[src/rtl/spi_slave_link.sv]
// -----------------------------------------------------------------------------
// spi_slave_link
// SPI mode-0 (CPOL=0, CPHA=0) slave endpoint. SCLK, SS_N and MOSI are
// oversampled in the I_CLK domain; one DATA_WIDTH-bit word is shifted in each
// direction per word slot, MSB first, with back-to-back words per frame.
//
// Optional feature macro: SPI_SLAVE_OVERRUN_EN
//   defined   : a word completing while O_RX_VALID=1 is dropped and sets the
//               sticky O_OVERRUN; I_RX_ACK clears O_RX_VALID and O_OVERRUN.
//   undefined : every completed word overwrites O_RX_DATA; O_OVERRUN = 0.
//
// Ports
//   I_CLK        system clock, rising edge
//   I_RESET      synchronous active-high reset
//   I_SCLK       SPI clock from master (async, idle low)
//   I_SS_N       slave select, active low (async)
//   I_MOSI       master-out data (async)
//   O_MISO       slave-out data, registered
//   I_TX_DATA    word to return to the master
//   I_TX_LOAD    one-cycle write strobe for I_TX_DATA
//   O_TX_READY   TX holding register empty
//   O_RX_DATA    last completed received word, held
//   O_RX_VALID   O_RX_DATA unread (level)
//   I_RX_ACK     one-cycle strobe clearing O_RX_VALID
//   O_OVERRUN    sticky overrun flag (0 unless SPI_SLAVE_OVERRUN_EN)
//   O_BUSY       frame in progress
// -----------------------------------------------------------------------------
module spi_slave_link #(
  parameter int DATA_WIDTH = 8
) (
  input  logic                  I_CLK,
  input  logic                  I_RESET,
  input  logic                  I_SCLK,
  input  logic                  I_SS_N,
  input  logic                  I_MOSI,
  output logic                  O_MISO,
  input  logic [DATA_WIDTH-1:0] I_TX_DATA,
  input  logic                  I_TX_LOAD,
  output logic                  O_TX_READY,
  output logic [DATA_WIDTH-1:0] O_RX_DATA,
  output logic                  O_RX_VALID,
  input  logic                  I_RX_ACK,
  output logic                  O_OVERRUN,
  output logic                  O_BUSY
);

  localparam int CW = $clog2(DATA_WIDTH);
  localparam logic [CW-1:0] LAST_BIT = CW'(DATA_WIDTH - 1);

  typedef enum logic {
    ST_IDLE  = 1'b0,
    ST_SHIFT = 1'b1
  } state_t;

  state_t r_state;
  state_t w_state_next;

  // Synchronizer stages packed as {sclk, ss_n, mosi}; history only for the
  // two signals whose edges are detected. MOSI is taken from the second
  // stage so it lines up with the synchronized SCLK used for detection.
  logic [2:0] r_sync1;
  logic [2:0] r_sync2;
  logic [1:0] r_hist;

  logic                  r_miso;
  logic [DATA_WIDTH-2:0] r_tx_shift;   // bits below the one on O_MISO
  logic [DATA_WIDTH-1:0] r_tx_hold;
  logic                  r_tx_ready;
  logic [DATA_WIDTH-2:0] r_rx_shift;   // bits collected so far in this word
  logic [DATA_WIDTH-1:0] r_rx_data;
  logic                  r_rx_valid;
  logic [CW-1:0]         r_cnt;
`ifdef SPI_SLAVE_OVERRUN_EN
  logic                  r_overrun;
`endif

  logic w_sclk, w_ss_n, w_mosi;
  logic w_sclk_rise, w_sclk_fall, w_ss_fall, w_ss_rise;
  logic w_enter, w_leave, w_rise_ev, w_fall_ev;
  logic w_xfer, w_shift_out, w_accept, w_last_bit;
  logic [DATA_WIDTH-1:0] w_load_word;
  logic [DATA_WIDTH-1:0] w_rx_word;

  assign w_sclk = r_sync2[2];
  assign w_ss_n = r_sync2[1];
  assign w_mosi = r_sync2[0];

  assign w_sclk_rise =  w_sclk & ~r_hist[1];
  assign w_sclk_fall = ~w_sclk &  r_hist[1];
  assign w_ss_fall   = ~w_ss_n &  r_hist[0];
  assign w_ss_rise   =  w_ss_n & ~r_hist[0];

  // Next-state logic and per-cycle event qualification.
  always_comb begin
    w_state_next = r_state;
    w_enter      = 1'b0;
    w_leave      = 1'b0;
    w_rise_ev    = 1'b0;
    w_fall_ev    = 1'b0;
    case (r_state)
      ST_IDLE: begin
        if (w_ss_fall) begin
          w_state_next = ST_SHIFT;
          w_enter      = 1'b1;
        end
      end
      ST_SHIFT: begin
        // Deselect takes priority over any SCLK edge seen in the same cycle.
        if (w_ss_rise) begin
          w_state_next = ST_IDLE;
          w_leave      = 1'b1;
        end else begin
          w_rise_ev = w_sclk_rise;
          w_fall_ev = w_sclk_fall;
        end
      end
      default: begin
        w_state_next = ST_IDLE;
      end
    endcase
  end

  // A counter of zero on a falling edge can only follow a completed word,
  // because the first falling edge of a frame comes after at least one rise.
  assign w_xfer      = w_enter | (w_fall_ev && (r_cnt == '0));
  assign w_shift_out = w_fall_ev && (r_cnt != '0);
  assign w_load_word = r_tx_ready ? '0 : r_tx_hold;

  // A load is taken when the holding register is empty, or when it is being
  // emptied into the shift register in this very cycle (old value moves out,
  // new value moves in, holding stays full).
  assign w_accept    = I_TX_LOAD & (r_tx_ready | w_xfer);

  assign w_rx_word   = {r_rx_shift, w_mosi};
  assign w_last_bit  = w_rise_ev && (r_cnt == LAST_BIT);

  always_ff @(posedge I_CLK) begin
    if (I_RESET) begin
      r_state    <= ST_IDLE;
      r_sync1    <= '0;
      r_sync2    <= '0;
      r_hist     <= '0;
      r_miso     <= 1'b0;
      r_tx_shift <= '0;
      r_tx_hold  <= '0;
      r_tx_ready <= 1'b1;
      r_rx_shift <= '0;
      r_rx_data  <= '0;
      r_rx_valid <= 1'b0;
      r_cnt      <= '0;
`ifdef SPI_SLAVE_OVERRUN_EN
      r_overrun  <= 1'b0;
`endif
    end else begin
      r_sync1 <= {I_SCLK, I_SS_N, I_MOSI};
      r_sync2 <= r_sync1;
      r_hist  <= r_sync2[2:1];
      r_state <= w_state_next;

      // Transmit path
      if (w_xfer) begin
        r_miso     <= w_load_word[DATA_WIDTH-1];
        r_tx_shift <= w_load_word[DATA_WIDTH-2:0];
      end else if (w_shift_out) begin
        r_miso     <= r_tx_shift[DATA_WIDTH-2];
        r_tx_shift <= {r_tx_shift[DATA_WIDTH-3:0], 1'b0};
      end else if (w_leave) begin
        r_miso     <= 1'b0;
      end

      if (w_accept) begin
        r_tx_hold <= I_TX_DATA;
      end
      r_tx_ready <= w_accept ? 1'b0 : (w_xfer ? 1'b1 : r_tx_ready);

      // Receive path; an aborted frame simply drops the partial word.
      if (w_leave) begin
        r_cnt <= '0;
      end else if (w_rise_ev) begin
        r_rx_shift <= w_rx_word[DATA_WIDTH-2:0];
        r_cnt      <= w_last_bit ? '0 : r_cnt + CW'(1);
      end

`ifdef SPI_SLAVE_OVERRUN_EN
      if (I_RX_ACK) begin
        r_rx_valid <= 1'b0;
        r_overrun  <= 1'b0;
      end
      if (w_last_bit) begin
        if (r_rx_valid && !I_RX_ACK) begin
          r_overrun <= 1'b1;
        end else begin
          r_rx_data  <= w_rx_word;
          r_rx_valid <= 1'b1;
        end
      end
`else
      if (w_last_bit) begin
        r_rx_data  <= w_rx_word;
        r_rx_valid <= 1'b1;
      end else if (I_RX_ACK) begin
        r_rx_valid <= 1'b0;
      end
`endif
    end
  end

  assign O_MISO     = r_miso;
  assign O_TX_READY = r_tx_ready;
  assign O_RX_DATA  = r_rx_data;
  assign O_RX_VALID = r_rx_valid;
  assign O_BUSY     = (r_state == ST_SHIFT);
`ifdef SPI_SLAVE_OVERRUN_EN
  assign O_OVERRUN  = r_overrun;
`else
  assign O_OVERRUN  = 1'b0;
`endif

endmodule

[config.mk]
export PLATFORM = sky130hd
export DESIGN_NAME = spi_slave_link
export DESIGN_NICKNAME = d
export VERILOG_FILES = /design/src/rtl/spi_slave_link.sv
export SDC_FILE = /design/constraint.sdc
export NUM_CORES = 1
export LEC_CHECK = 0
export ABC_AREA = 1
export CORE_MARGIN = 1.5
export CORE_UTILIZATION = 53
export DETAILED_ROUTE_END_ITERATION = 7
export GPL_TIMING_DRIVEN = 0
export PLACE_DENSITY = 0.78
export SLEW_MARGIN = 30
export SYNTH_ARGS = -nofsm -noshare
export SYNTH_HDL_FRONTEND = slang
export SYNTH_SLANG_ARGS = --single-unit
export TNS_END_PERCENT = 20
[constraint.sdc]
create_clock -name I_CLK -period 1.6 [get_ports I_CLK]
set_input_delay 0.32 -clock I_CLK [delete_from_list [all_inputs] [get_ports I_CLK]]
set_output_delay 0.32 -clock I_CLK [all_outputs]
set_load 0.05 [all_outputs]
==> flow_metrics.env <==
export IMPL_status="completed"
export IMPL_ys_types=27
export IMPL_synth_top_area_share_pct=47.4
export IMPL_hold_viol_final=0
export IMPL_start_util_pct=56.1
export IMPL_power_mw=2.09
export IMPL_hold_ws_ns=0.380
export IMPL_yosys_warnings=0
export IMPL_fin_skew_ns=0.0133
export IMPL_postSynthAreaPerCell_um2=7.76
export IMPL_yosysTopAreaCell="dfxtp_1"
export IMPL_place_hpwl_mm=2.35
export IMPL_worstSetupPathType="reg -> out"
export IMPL_cts_sinks=45
export IMPL_cp_max_fo=2
export IMPL_cp_arrival_ns=1.23
export IMPL_ys_seq_elements=45
export IMPL_gp_congestion=0.824
export IMPL_clkTransAtPathRegs_ns=0.12
export IMPL_remaining_drc_errors=0
export IMPL_total_leakage_power_nw=1.05
export IMPL_antenna_found_initial=0
export IMPL_cp_data_required_time_ns=1.28
export IMPL_clockRootBuffer="clkbuf_4"
export IMPL_grt_pass1_vias=1452
export IMPL_path_delay_family="buffers and inverters"
export IMPL_viasPerCell=4.78
export IMPL_final_cell_mix="42 x dfxtp_1, 40 x nor2_1, 35 x nand2_1"
export IMPL_path_buf_inv=1
export IMPL_portBuffers=25
export IMPL_area_growth_pct=20.2
export IMPL_drive_gt1_share_pct=12.2
export IMPL_synth_seq_area_share_pct=47.4
export IMPL_peakVddDrop_v=0.000584
export IMPL_antenna_cells=0
export IMPL_slowest_delay_ns=0.53
export IMPL_grt_pass1_wl_mm=5.91
export IMPL_row_count=21
export IMPL_cp_slowest_cell="dlygate4sd2_1"
export IMPL_cts_tree="built"
export IMPL_drt_pass1_iter_count=4
export IMPL_syn_inst=245
export IMPL_drtAntennaViolNets=0
export IMPL_drv_cap=0
export IMPL_ctsHoldBuffers=0
export IMPL_cts_setup_buffers=0
export IMPL_fill_cells=291
export IMPL_min_period_over_period_pct=96.9
export IMPL_cts_made_buffers=5
export IMPL_ys_top_cells_by_area="dfxtp_1 47%, nor2_1 7.9%, nand2_1 6.9%, a21oi_1 6.1%, inv_1 5.7%"
export IMPL_h_tree_depth=2
export IMPL_coreArea_um2=3390
export IMPL_end_kind="output port"
export IMPL_synth_nets=263
export IMPL_max_freq_mhz=645
export IMPL_setup_viol=0
export IMPL_clock_latency_ns=0.35
export IMPL_die_h_um=62.9
export IMPL_rsz0062_at_grt="false"
export IMPL_drt_wirelength_per_cell_um=10.2
export IMPL_grt_overflow_total=0
export IMPL_cts_resized=12
export IMPL_p_per_area_nw_per_um2=913
export IMPL_fin_crit_ns=1.55
export IMPL_die_w_um=62.9
export IMPL_wirelength_mm=3.29
export IMPL_cp_start_kind="register"
export IMPL_vias=1548
export IMPL_path_cells="dlygate4sd2_1"
export IMPL_finalMaxSlewViolations=0
export IMPL_syn_area_um2=1900
export IMPL_final_nets=295
export IMPL_drt_iter0_markers=106
export IMPL_grt_max_degree=14
export IMPL_clk_path_buf_depth=2
export IMPL_die_area_um2=3960
export IMPL_num_io_pins=28
export IMPL_grt_usage_pct=18.6
export IMPL_hold_path_class="in -> reg"
export IMPL_mostFrequentLayoutCell="dfxtp_1"
[tightest hold or removal path: stages]
cell and delay (ns):
clkbuf_1 0.15, nand3_1 0.11, nand2_1 0.04, nor2_1 0.07
[path summary, 6_finish.rpt]
kind	start	endpoint	slack, ns	depth (start not counted)
max	O_RX_DATA[1]	O_RX_DATA[1]	0.05	1
min	I_TX_LOAD	r_tx_hold[4]	0.38	4
max reg2reg	r_cnt[0]	r_tx_hold[6]	0.14	9
min reg2reg	r_sync1[2]	r_sync2[2]	0.42	2
[report_power, final]
group | switching [mW] | internal, mW
combinational | 0.109 | 0.0857
sequential | 0.0200 | 1.16
clock | 0.343 | 0.373
[synth_stat cells (all sizes together)]
cell,instances
a211oi,3
clkinv,1
nand2,36
nor2,41
ha,3
dfxtp,45
nand3,16
nand4,2
buf,8
o21ai,22
nor3,1
or2,7
a21oi,24
conb,1
clkbuf,3
inv,32
[state kept, by name, indices dropped and copies added, names as in the netlist]
signal      cells
O_BUSY          1
O_MISO          1
O_RX_DATA       8
O_RX_VALID      1
O_TX_READY      1
r_cnt           3
r_hist          2
r_rx_shift      7
r_sync1         3
r_sync2         3
r_tx_hold       8
r_tx_shift      7
[metal layers]
metal / track usage [%] / vias to the layer above / share of wire, %
met2: 28.9 / 29 / 45
met5: 0 / - / 0
li1: - / 841 / -
met4: 10.6 / 0 / 1.8
met1: 23.3 / 671 / 50
met3: 4.86 / 7 / 3.3
[final cells by class]
cell class	count	area, µm²	share of cell area, %
clock inverters	1	30.0	1.31
flip-flops and latches	45	905	39.6
well taps	46	57.6	2.52
clock buffers	7	55.1	2.41
repair buffers	25	238	10.4
plain buffers	11	78.8	3.45
inverters	33	124	5.42
multi-input cells	156	798	34.9
[metrics by stage]
| stage | utilization (%) | setup slack (ns) | cell area (µm²) | std cells | setup TNS [ns] |
|---|---|---|---|---|---|
| after floorplan | - | 0.0427 | 1900 | 245 | 0 |
| after global placement | 65.2 | -0.0283 | 2210 | 316 | -0.0531 |
| after detailed placement | 65.2 | -0.0430 | 2210 | 316 | -0.0651 |
| after CTS | 67.3 | 0.0144 | 2280 | 324 | 0 |
| after global routing | 67.4 | 0.000702 | 2290 | 324 | 0 |
| final | 67.4 | 0.0497 | 2290 | 324 | 0 |
[cell families after synthesis]
logic type | after synthesis | share of synthesized area (%)
adder cells (fa/ha/maj) | 3 | 1.97
buffers and inverters | 44 | 10.7
AO/OA/AOI/OAI | 49 | 14.5
flip-flops | 45 | 47.4
other | 1 | 0.197
AND/OR/NAND/NOR | 103 | 25.3
Power figures use the tool's default switching activity.
